[src/rtl/write_back_pkg.sv]
// Shared widths, select encoding and control decode for the write-back stage.
package write_back_pkg;

  localparam int unsigned WB_DATA_W = 32;
  localparam int unsigned WB_DOB_W  = 8;
  localparam int unsigned WB_RG_W   = 4;

  localparam logic SEL_ALU = 1'b0;
  localparam logic SEL_MEM = 1'b1;

  // Per-edge action on the output registers, listed in priority order.
  typedef enum logic [2:0] {
    WB_RESET  = 3'd0,
    WB_HOLD   = 3'd1,
    WB_KILL   = 3'd2,
    WB_LOAD   = 3'd3,
    WB_BUBBLE = 3'd4
  } wb_action_e;

  function automatic wb_action_e wb_decode(input logic rst, input logic stall,
                                           input logic flush, input logic in_valid);
    wb_action_e act;
    act = WB_BUBBLE;
    if (rst)           act = WB_RESET;
    else if (stall)    act = WB_HOLD;
    else if (flush)    act = WB_KILL;
    else if (in_valid) act = WB_LOAD;
    return act;
  endfunction

endpackage

[src/rtl/write_back_mux2.sv]
// Parameterised 2:1 data select between ALU result and memory load data.
module wb_mux2
  import write_back_pkg::*;
#(
  parameter int unsigned W = WB_DATA_W
) (
  input  logic         sel,
  input  logic [W-1:0] in_alu,
  input  logic [W-1:0] in_mem,
  output logic [W-1:0] y_c
);

  assign y_c = (sel == SEL_MEM) ? in_mem : in_alu;

endmodule

[src/rtl/write_back.sv]
// Write-back stage: selects ALU or load data and registers it with Rg, Dob and valid.
module write_back
  import write_back_pkg::*;
#(
  parameter int unsigned DATA_W = WB_DATA_W,
  parameter int unsigned DOB_W  = WB_DOB_W,
  parameter int unsigned RG_W   = WB_RG_W
) (
  input  logic              clk,
  input  logic              rst,
  input  logic [DATA_W-1:0] Do,
  input  logic [DATA_W-1:0] ALU_Result,
  input  logic [DOB_W-1:0]  Dob_In,
  input  logic [RG_W-1:0]   Rg_In,
  input  logic              sel_dat,
  input  logic              in_valid,
  input  logic              stall,
  input  logic              flush,
  output logic [RG_W-1:0]   Rg,
  output logic [DATA_W-1:0] WriteBack_output,
  output logic [DOB_W-1:0]  Dob,
  output logic              out_valid
);

  logic [DATA_W-1:0] sel_data_c;
  wb_action_e        action_c;

  wb_mux2 #(.W(DATA_W)) u_mux (
    .sel    (sel_dat),
    .in_alu (ALU_Result),
    .in_mem (Do),
    .y_c    (sel_data_c)
  );

  assign action_c = wb_decode(rst, stall, flush, in_valid);

  // Data registers only move on reset or a live, unstalled, unflushed load.
  always_ff @(posedge clk) begin
    case (action_c)
      WB_RESET: begin
        Rg               <= '0;
        WriteBack_output <= '0;
        Dob              <= '0;
      end
      WB_LOAD: begin
        Rg               <= Rg_In;
        WriteBack_output <= sel_data_c;
        Dob              <= Dob_In;
      end
      default: ;
    endcase
  end

  // Valid doubles as the register-file write enable; stall keeps it as is.
  always_ff @(posedge clk) begin
    case (action_c)
      WB_RESET:  out_valid <= 1'b0;
      WB_HOLD:   out_valid <= out_valid;
      WB_KILL:   out_valid <= 1'b0;
      WB_LOAD:   out_valid <= 1'b1;
      WB_BUBBLE: out_valid <= 1'b0;
      default:   out_valid <= 1'b0;
    endcase
  end

endmodule

[config.mk]
export PLATFORM = sky130hd
export DESIGN_NAME = write_back
export DESIGN_NICKNAME = d
export VERILOG_FILES = /design/src/rtl/write_back_pkg.sv /design/src/rtl/write_back_mux2.sv /design/src/rtl/write_back.sv
export SDC_FILE = /design/constraint.sdc
export NUM_CORES = 1
export LEC_CHECK = 0
export ABC_AREA = 1
export CORE_ASPECT_RATIO = 0.7
export CORE_MARGIN = 2
export CORE_UTILIZATION = 30
export DETAILED_ROUTE_END_ITERATION = 10
export GPL_TIMING_DRIVEN = 0
export PLACE_DENSITY = 0.65
export SLEW_MARGIN = 20
export SYNTH_ARGS = -nofsm -noshare
export SYNTH_HDL_FRONTEND = slang
export SYNTH_HIERARCHICAL = 1
export SYNTH_SLANG_ARGS = --single-unit
[constraint.sdc]
create_clock -name clk -period 3.2 [get_ports clk]
set_input_delay 0.96 -clock clk [delete_from_list [all_inputs] [get_ports clk]]
set_output_delay 0.96 -clock clk [all_outputs]
set_load 0.005 [all_outputs]
# [Word level (Yosys, flattened, before mapping)]
# Index checks and enable logic that the tools add are counted.
[word_totals] word_cells=17 ramBits=0 input_bits=82 romBits=0 reg_bits=45 mem_count=0 latch_bits=0 output_inout_bits=45
[classes] add_sub_neg=0 eq_ne=2 n_lt_le_gt_ge=0 shifts=0 div=0 bitwise_logic=0 mux=9 mul=0 reduce_logical=2
[ops] op="case mux 32 bit (2 select lines)" n=1
[ops] op="2-to-1 mux 32 bit" n=1
[ops] op="case mux 8 bit (2 select lines)" n=1
[ops] op="2-to-1 mux 3 bit" n=4
[ops] op="case mux 4 bit (2 select lines)" n=1
[ops] op="equality test 3 x 1 -> 1 bit (second input constant)" n=1
[ops] op="equality test 3 x 2 -> 1 bit (second input constant)" n=1
[ops] op="logical NOT 3 bit" n=1
[ops] op="case mux 1 bit (2 select lines)" n=1
[ops] op="nonzero test 2 bit" n=1

# [Longest topological paths before layout]
# Gate-level depths: netlist of run 1.
[depth] ltp_word=6 mapped_depth=7 depth_no_buf=5

# [By module]
# Netlist of run 1, hierarchy kept.
[by_module_without_submodules] mod="write_back" seq_area_each_um2=1351.3 instances=1 cells_each=145 area_each_um2=1759.2
[by_module_without_submodules] mod="wb_mux2" seq_area_each_um2=0.0 instances=1 cells_each=104 area_each_um2=491.7

# [Worst setup path before layout of run 1]
# Ideal clock, no wire load.
[synth_timing] path_kind="input port to flip-flop" start="input in_valid" end="register Dob[0] (enable)" t_required_ps=2798 path_slack_ps=461 arrival_ps=2337 setup_ps=402 cell_stages=5 n_path_buf=1 cell_sequence="inv_1 -> nor2_1 -> nand2_2 -> buf_6 -> nand2_1"
[synth_between] elab_chain_cells=6 elab_cells_between_ends=7 classes_between="eq/ne: 1; mux: 4; reduce/logical: 2"
[synth_rtl] item="from (decl)" line="write_back.sv:16" text="input logic in_valid,"
[synth_rtl] item="2-to-1 mux 3 bit *" line="write_back_pkg.sv:27" text="else if (in_valid) act = WB_LOAD;"
[synth_rtl] item="2-to-1 mux 3 bit *" line="write_back_pkg.sv:26" text="else if (flush) act = WB_KILL;"
[synth_rtl] item="2-to-1 mux 3 bit *" line="write_back_pkg.sv:25" text="else if (stall) act = WB_HOLD;"
[synth_rtl] item="2-to-1 mux 3 bit *" line="write_back_pkg.sv:24" text="if (rst) act = WB_RESET;"
[synth_rtl] item="equality test 3 x 2 -> 1 bit / logical NOT 3 bit (equally long branches)" line="write_back.sv:39" text="case (action_c)"
[synth_rtl] item="nonzero test 2 bit (no source line) *"
[synth_rtl] item="to (signal assigned)" line="write_back.sv:48" text="Dob <= Dob_In;"
[synth_rtl] item="to (decl)" line="write_back.sv:21" text="output logic [DOB_W-1:0] Dob,"
# Every way passes the cells marked *; elsewhere a longest branch is shown, timed or not.
# A chain may end at the register's enable or synchronous reset.

# [Final worst setup path of run 1]
[layout_timing] start="input rst" end="register WriteBack_output[12] (enable)"
[layout_between] elab_chain_cells=3 elab_cells_between_ends=4 classes_between="eq/ne: 1; mux: 1; reduce/logical: 2"
[layout_rtl] item="from (decl)" line="write_back.sv:10" text="input logic rst,"
[layout_rtl] item="2-to-1 mux 3 bit *" line="write_back_pkg.sv:24"
[layout_rtl] item="equality test 3 x 2 -> 1 bit / logical NOT 3 bit (equally long branches)" line="write_back.sv:39"
[layout_rtl] item="nonzero test 2 bit (no source line) *"
[layout_rtl] item="to (signal assigned)" line="write_back.sv:47" text="WriteBack_output <= sel_data_c;"
[layout_rtl] item="to (decl)" line="write_back.sv:20" text="output logic [DATA_W-1:0] WriteBack_output,"
# Marked as above.

==> qor.txt, run 1 <==
top-count cell post-synth: nand2_1
clk sinks: 45
num rows: 26
vias per cell: 3.91
register area share after synthesis: 0.600
Die Wd: 108 µm
synthesized cell area: 0.00225 mm²
status: complete, no violations
Max Root-Sink Buffers: 2
worst-path fanout max: 23
Primary FF master, synth: edfxtp_1
global route overflow: 0
# hold bufs at CTS: 0
DRC Markers: 0
Startpoint Class: input pin
Root Buffer: clkbuf_8
worst setup margin: 0.560 ns
Die Ht: 76.5 µm
Crit Path Class: input pin to flop
Fillers: 722
Final min period: 2.64 ns
total power: 1330 µW
syn_area_per_cell: 9.04 µm²
TritonRoute pass-1 iters: 4
asr flop ratio synth: 0
count of input and output buffers: 125
Setup TNS: 0 ns
top area cells in the synthesized netlist: edfxtp_1, nand2_1, inv_1
Peak supply drop: 0.150 mV
Slowest cell on crit path: clkdlybuf4s50_1
Max-Cap Viols: 0
Simple-Gate Fraction of Synth Area: 0.254
global placement routability congestion: 0.760
DPL Wire Length: 4250 µm
arrival time worst endpoint: 2.64 ns
Die Footprint: 0.00822 mm²
largest family of logic cells by synthesized area: simple AND/OR/NAND/NOR gates
Synth cell types: 9
Synth Area in XOR/XNOR: 0
power per cell area: 356 mW/mm²
Final Cell Area: 0.00374 mm²
DP Area: 0.00365 mm²
yosys warns: 6
f_max: 0.379 GHz
most frequent CP cell: nand2_2
#FFs+latches synth: 45
EDFF count, synth: 45
Synth top area share: 0.600
Final Hold Fails: 0
gate count after technology mapping: 249
largest net degree at the start of global routing: 24
first-pass GRT wire length: 8650 µm
Post-Layout Cell Count: 481
Compound-Gate Fraction of Synth Area: 0
Least-Margin Pin Slew: 0.572 ns
Hold Path Class: input pin to flop
critical path capture point type: flop
area leader, netlist: edfxtp_1
total number of vias: 1879
Routed Antenna Nets: 0
post_cts resized: 0
antenna diode count: 0
Initial Util: 0.309
TritonCTS clock tree: done
Final Slew Violations: 0
CP cell instances: clkdlybuf4s50_1, nor2_1, nand2_2, buf_6, nand2_2, buf_16
Post-Route WL: 5330 µm
I/O Pins: 127
Synth Area in Adders: 0
DRT iter0 DRCs: 62
vias in the first global route: 1862
Layout area overhead: 66.2%
DP Cell Count: 473
Max stage delay on crit path: 0.44 ns
CTS Buf Count: 5
Setup violations, final: 0
post-synthesis mux area share: 0
static leakage: 0.00168 µW
core footprint: 0.00729 mm²
initial antenna violation count: 0
WL/cell: 11.1 µm
area occupied by multi-input gates: 574 µm²
Slew HR: 0.617
DP Worst Slack: 0.226 ns
top post-synthesis cells by count: nand2_1, inv_1, nor2_1
Final Cycle Share: 0.825
RSZ-0062 raised after global routing: no
total global-route track usage: 0.135
Net Count, Synth: 331
post-CTS setup buffer count: 0
H-tree depth: 2
nets: 464
register area: 0.00135 mm²
Reg clk slew, reported paths: 0.09 ns
CP required: 3.20 ns
share of cells above drive strength 1: 0.0862
## metal layers
layer	GRT usage	wire (µm)
met1	0.158	2270
met2	0.226	2420
met3	0.0624	627
met4	0.0269	19
met5	0	0
## worst max-delay path, delay by kind of cell
kind                   cells  cell delay, ns
buffers and inverters      3            0.88
AND/OR/NAND/NOR            3            0.77
## state kept, by name, indices dropped and copies added (netlist names)
register	cells
WriteBack_output	32
out_valid	1
Dob	8
Rg	4
## area by class of cell
type | instances | share of cell area
flip-flops and latches | 45 | 0.361
repair buffers | 126 | 0.342
multi-input cells | 145 | 0.154
inverters | 48 | 0.0502
plain buffers | 11 | 0.0375
well taps | 98 | 0.0328
clock buffers | 5 | 0.0184
clock inverters | 3 | 0.00468
## cell families (layout without fill, tap and decap cells)
group         after synthesis  in the layout
buf+inv                    59            193
flops                      45             45
simple gates              145            145
## cells in the final DEF (no fill, tap or decap)
master,Yosys,final
clkdlybuf4s50_1,0,125
nand2_1,88,87
inv_1,47,47
nor2_1,46,46
edfxtp_1,45,45
nand2_2,11,12
clkbuf_8,3,8
buf_6,7,7
clkinv_2,0,2
clkinvlp_4,0,1
buf_16,0,1
inv_8,1,1
buf_12,1,1
## report_power, final
| part | leakage (µW) | switching, µW | internal (µW) | total, µW |
|---|---|---|---|---|
| Clock | 0.0000439 | 188 | 151 | 339 |
| Combinational | 0.00120 | 101 | 190 | 290 |
| Sequential | 0.000436 | 10.8 | 690 | 701 |
## stage by stage
step / hold WS [ns] / utilization
after global placement: 1.44 / 0.497
after global routing: 1.15 / 0.513
after detailed placement: 1.45 / 0.502
after CTS: 1.13 / 0.513
after floorplan: 1.13 / -
final: 1.13 / 0.513
## path summary, 6_finish.rpt
kind,cells past startpoint,endpoint,start,slack [ns]
max,6,WriteBack_output[12],rst,0.56
min,5,WriteBack_output[29],sel_dat,1.13
(Power assumes the default switching activity.)
==> run 2, diff against run 1 <==
PLACE_DENSITY = 0.68   (was 0.65)
clock period = 2.4 ns   (was 3.2 ns; I/O delays follow)
==> run 2 against run 1 <==
Combinational power grew 32%. Wire length rose by 0.56%. Critical path depth is 1 lower. Via count increased by 2.1%. Largest power group unchanged.
==> qor.txt, run 2 (synthesized netlist as in run 1, its figures left out) <==
Final Slew Violations: 0 (unchanged)
I/O Pins: 127 (unchanged)
count of input and output buffers: 125 (unchanged)
Hold Path Class: input pin to flop
Max-Cap Viols: 0 (unchanged)
Global Route met1 Usage: 0.163 (+0.00512)
DRT iter0 DRCs: 66 (+6.5%)
sequential group share of total power: 0.532 (+0.005)
post_cts resized: 1 (+1)
num rows: 26 (unchanged)
Max Root-Sink Buffers: 2 (unchanged)
# hold bufs at CTS: 0 (unchanged)
Die Footprint: 0.00822 mm² (unchanged)
sw power: 387 µW (+29%)
Clock power frac: 0.250 (-0.005)
antenna diode count: 0 (unchanged)
Routed Antenna Nets: 0 (unchanged)
total number of vias: 1918 (+2.1%)
met3 usage: 0.0633 (+0.000855)
Reg with most FFs: WriteBack_output
TritonCTS clock tree: done
share of cells above drive strength 1: 0.0812 (-0.00501)
Final min period: 2.06 ns
clk sinks: 45 (unchanged)
fin util: 0.511 (-0.00240)
Least-Margin Pin Slew: 0.341 ns (-0.231 ns)
CP required: 2.35 ns (-0.85 ns)
Die Ht: 76.5 µm (unchanged)
Post-Route WL: 5360 µm (+0.56%)
H-tree depth: 2 (unchanged)
Die Wd: 108 µm (unchanged)
Slew HR: 0.772 (+0.155)
Fillers: 722 (unchanged)
Reg clk slew, reported paths: 0.08 ns (about the same)
Switching Fraction: 0.220 (-0.00552)
total global-route track usage: 0.133 (-0.00137)
largest net degree at the start of global routing: 45 (+88%)
global placement routability congestion: 0.744 (-2.1%)
critical path capture point type: flop
initial antenna violation count: 0 (unchanged)
Root Buffer: clkbuf_8
commonest cells after routing, fill and taps aside: clkdlybuf4s50_1, nand2_1, inv_1
WL/cell: 11.2 µm (+0.77%)
core footprint: 0.00729 mm² (unchanged)
most common cell after layout, fill and taps aside: clkdlybuf4s50_1
DPL Wire Length: 4110 µm (-3.4%)
status: complete, no violations
met2 usage: 0.217 (-0.00943)
Top Registers: WriteBack_output: 32 flops, Dob: 8 flops, Rg: 4 flops
total power: 1760 µW (+32%)
nets: 463 (-0.22%)
Peak supply drop: 0.228 mV (+52%)
arrival time worst endpoint: 2.01 ns (-0.63 ns)
worst-path fanout max: 44 (+91%)
vias in the first global route: 1839 (-1.2%)
RSZ-0062 raised after global routing: no
TritonRoute pass-1 iters: 4 (unchanged)
DRC Markers: 0 (unchanged)
Top Usage Layer GRT: met2
static leakage: 0.00167 µW (-0.54%)
Gate power share: 0.219 (about the same)
Crit Path Class: input pin to flop
first-pass GRT wire length: 8510 µm (-1.5%)
Layout area overhead: 65.4%
Initial Util: 0.309 (unchanged)
Final Hold Fails: 0 (unchanged)
post-CTS setup buffer count: 0 (unchanged)
internal power: 1370 µW (+33%)
Final Cycle Share: 0.857
f_max: 0.486 GHz
Startpoint Class: input pin
CTS Buf Count: 5 (unchanged)
Setup violations, final: 0 (unchanged)
power per cell area: 472 mW/mm² (+33%)
max FFs per register: 32 (unchanged)
global route overflow: 0 (unchanged)
vias per cell: 4.00 (+2.3%)
-- run 2: metal layers --
layer	vias up	share of wire
li1	999	-
met1	842	0.43
met2	75	0.46
met3	2	0.11
met4	0	0.0032
met5	-	0
-- run 2: layout make-up --
cell class / instances / area [µm²] / area share
flip-flops and latches: 45 / 1350 / 0.363
repair buffers: 125 / 1250 / 0.336
multi-input cells: 145 / 588 / 0.158
inverters: 48 / 188 / 0.0504
plain buffers: 11 / 140 / 0.0376
well taps: 98 / 123 / 0.0329
clock buffers: 6 / 72.6 / 0.0195
clock inverters: 2 / 10.0 / 0.00269
-- run 2: final timing paths --
check	to	cells after the start	start	slack (ns)
worst max-delay path	WriteBack_output[1]	5	rst	0.34
worst min-delay path	WriteBack_output[29]	5	sel_dat	0.90
-- run 2: critical path, stage by stage --
cell and delay [ns]:
clkdlybuf4s50_1 0.44, nor2_1 0.16, nand2_2 0.20, buf_6 0.21, nand2_8 0.27
-- run 2: metrics by stage --
step | worst slack [ns] | TNS (ns) | hold WS [ns] | std cells | cell area (µm²)
6_report | 0.344 | 0 | 0.898 | 480 | 3720
5_1_grt | 0.210 | 0 | 0.929 | 480 | 3720
2_1_floorplan | 0.327 | 0 | 0.890 | 249 | 2250
4_1_cts | 0.141 | 0 | 0.894 | 480 | 3710
3_5_place_dp | -0.498 | -21.79 | 1.20 | 472 | 3630
3_3_place_gp | -0.496 | -21.71 | 1.20 | 472 | 3630
-- run 2: power groups by stage --
| stage | registers, µW | logic (µW) | clock network (µW) |
|---|---|---|---|
| final | 934 | 384 | 438 |
| after global routing | 941 | 425 | 493 |
| after CTS | 936 | 388 | 459 |
| after detailed placement | 954 | 385 | 0 |
| after global placement | 951 | 383 | 0 |
| after floorplan | 960 | 113 | 0 |
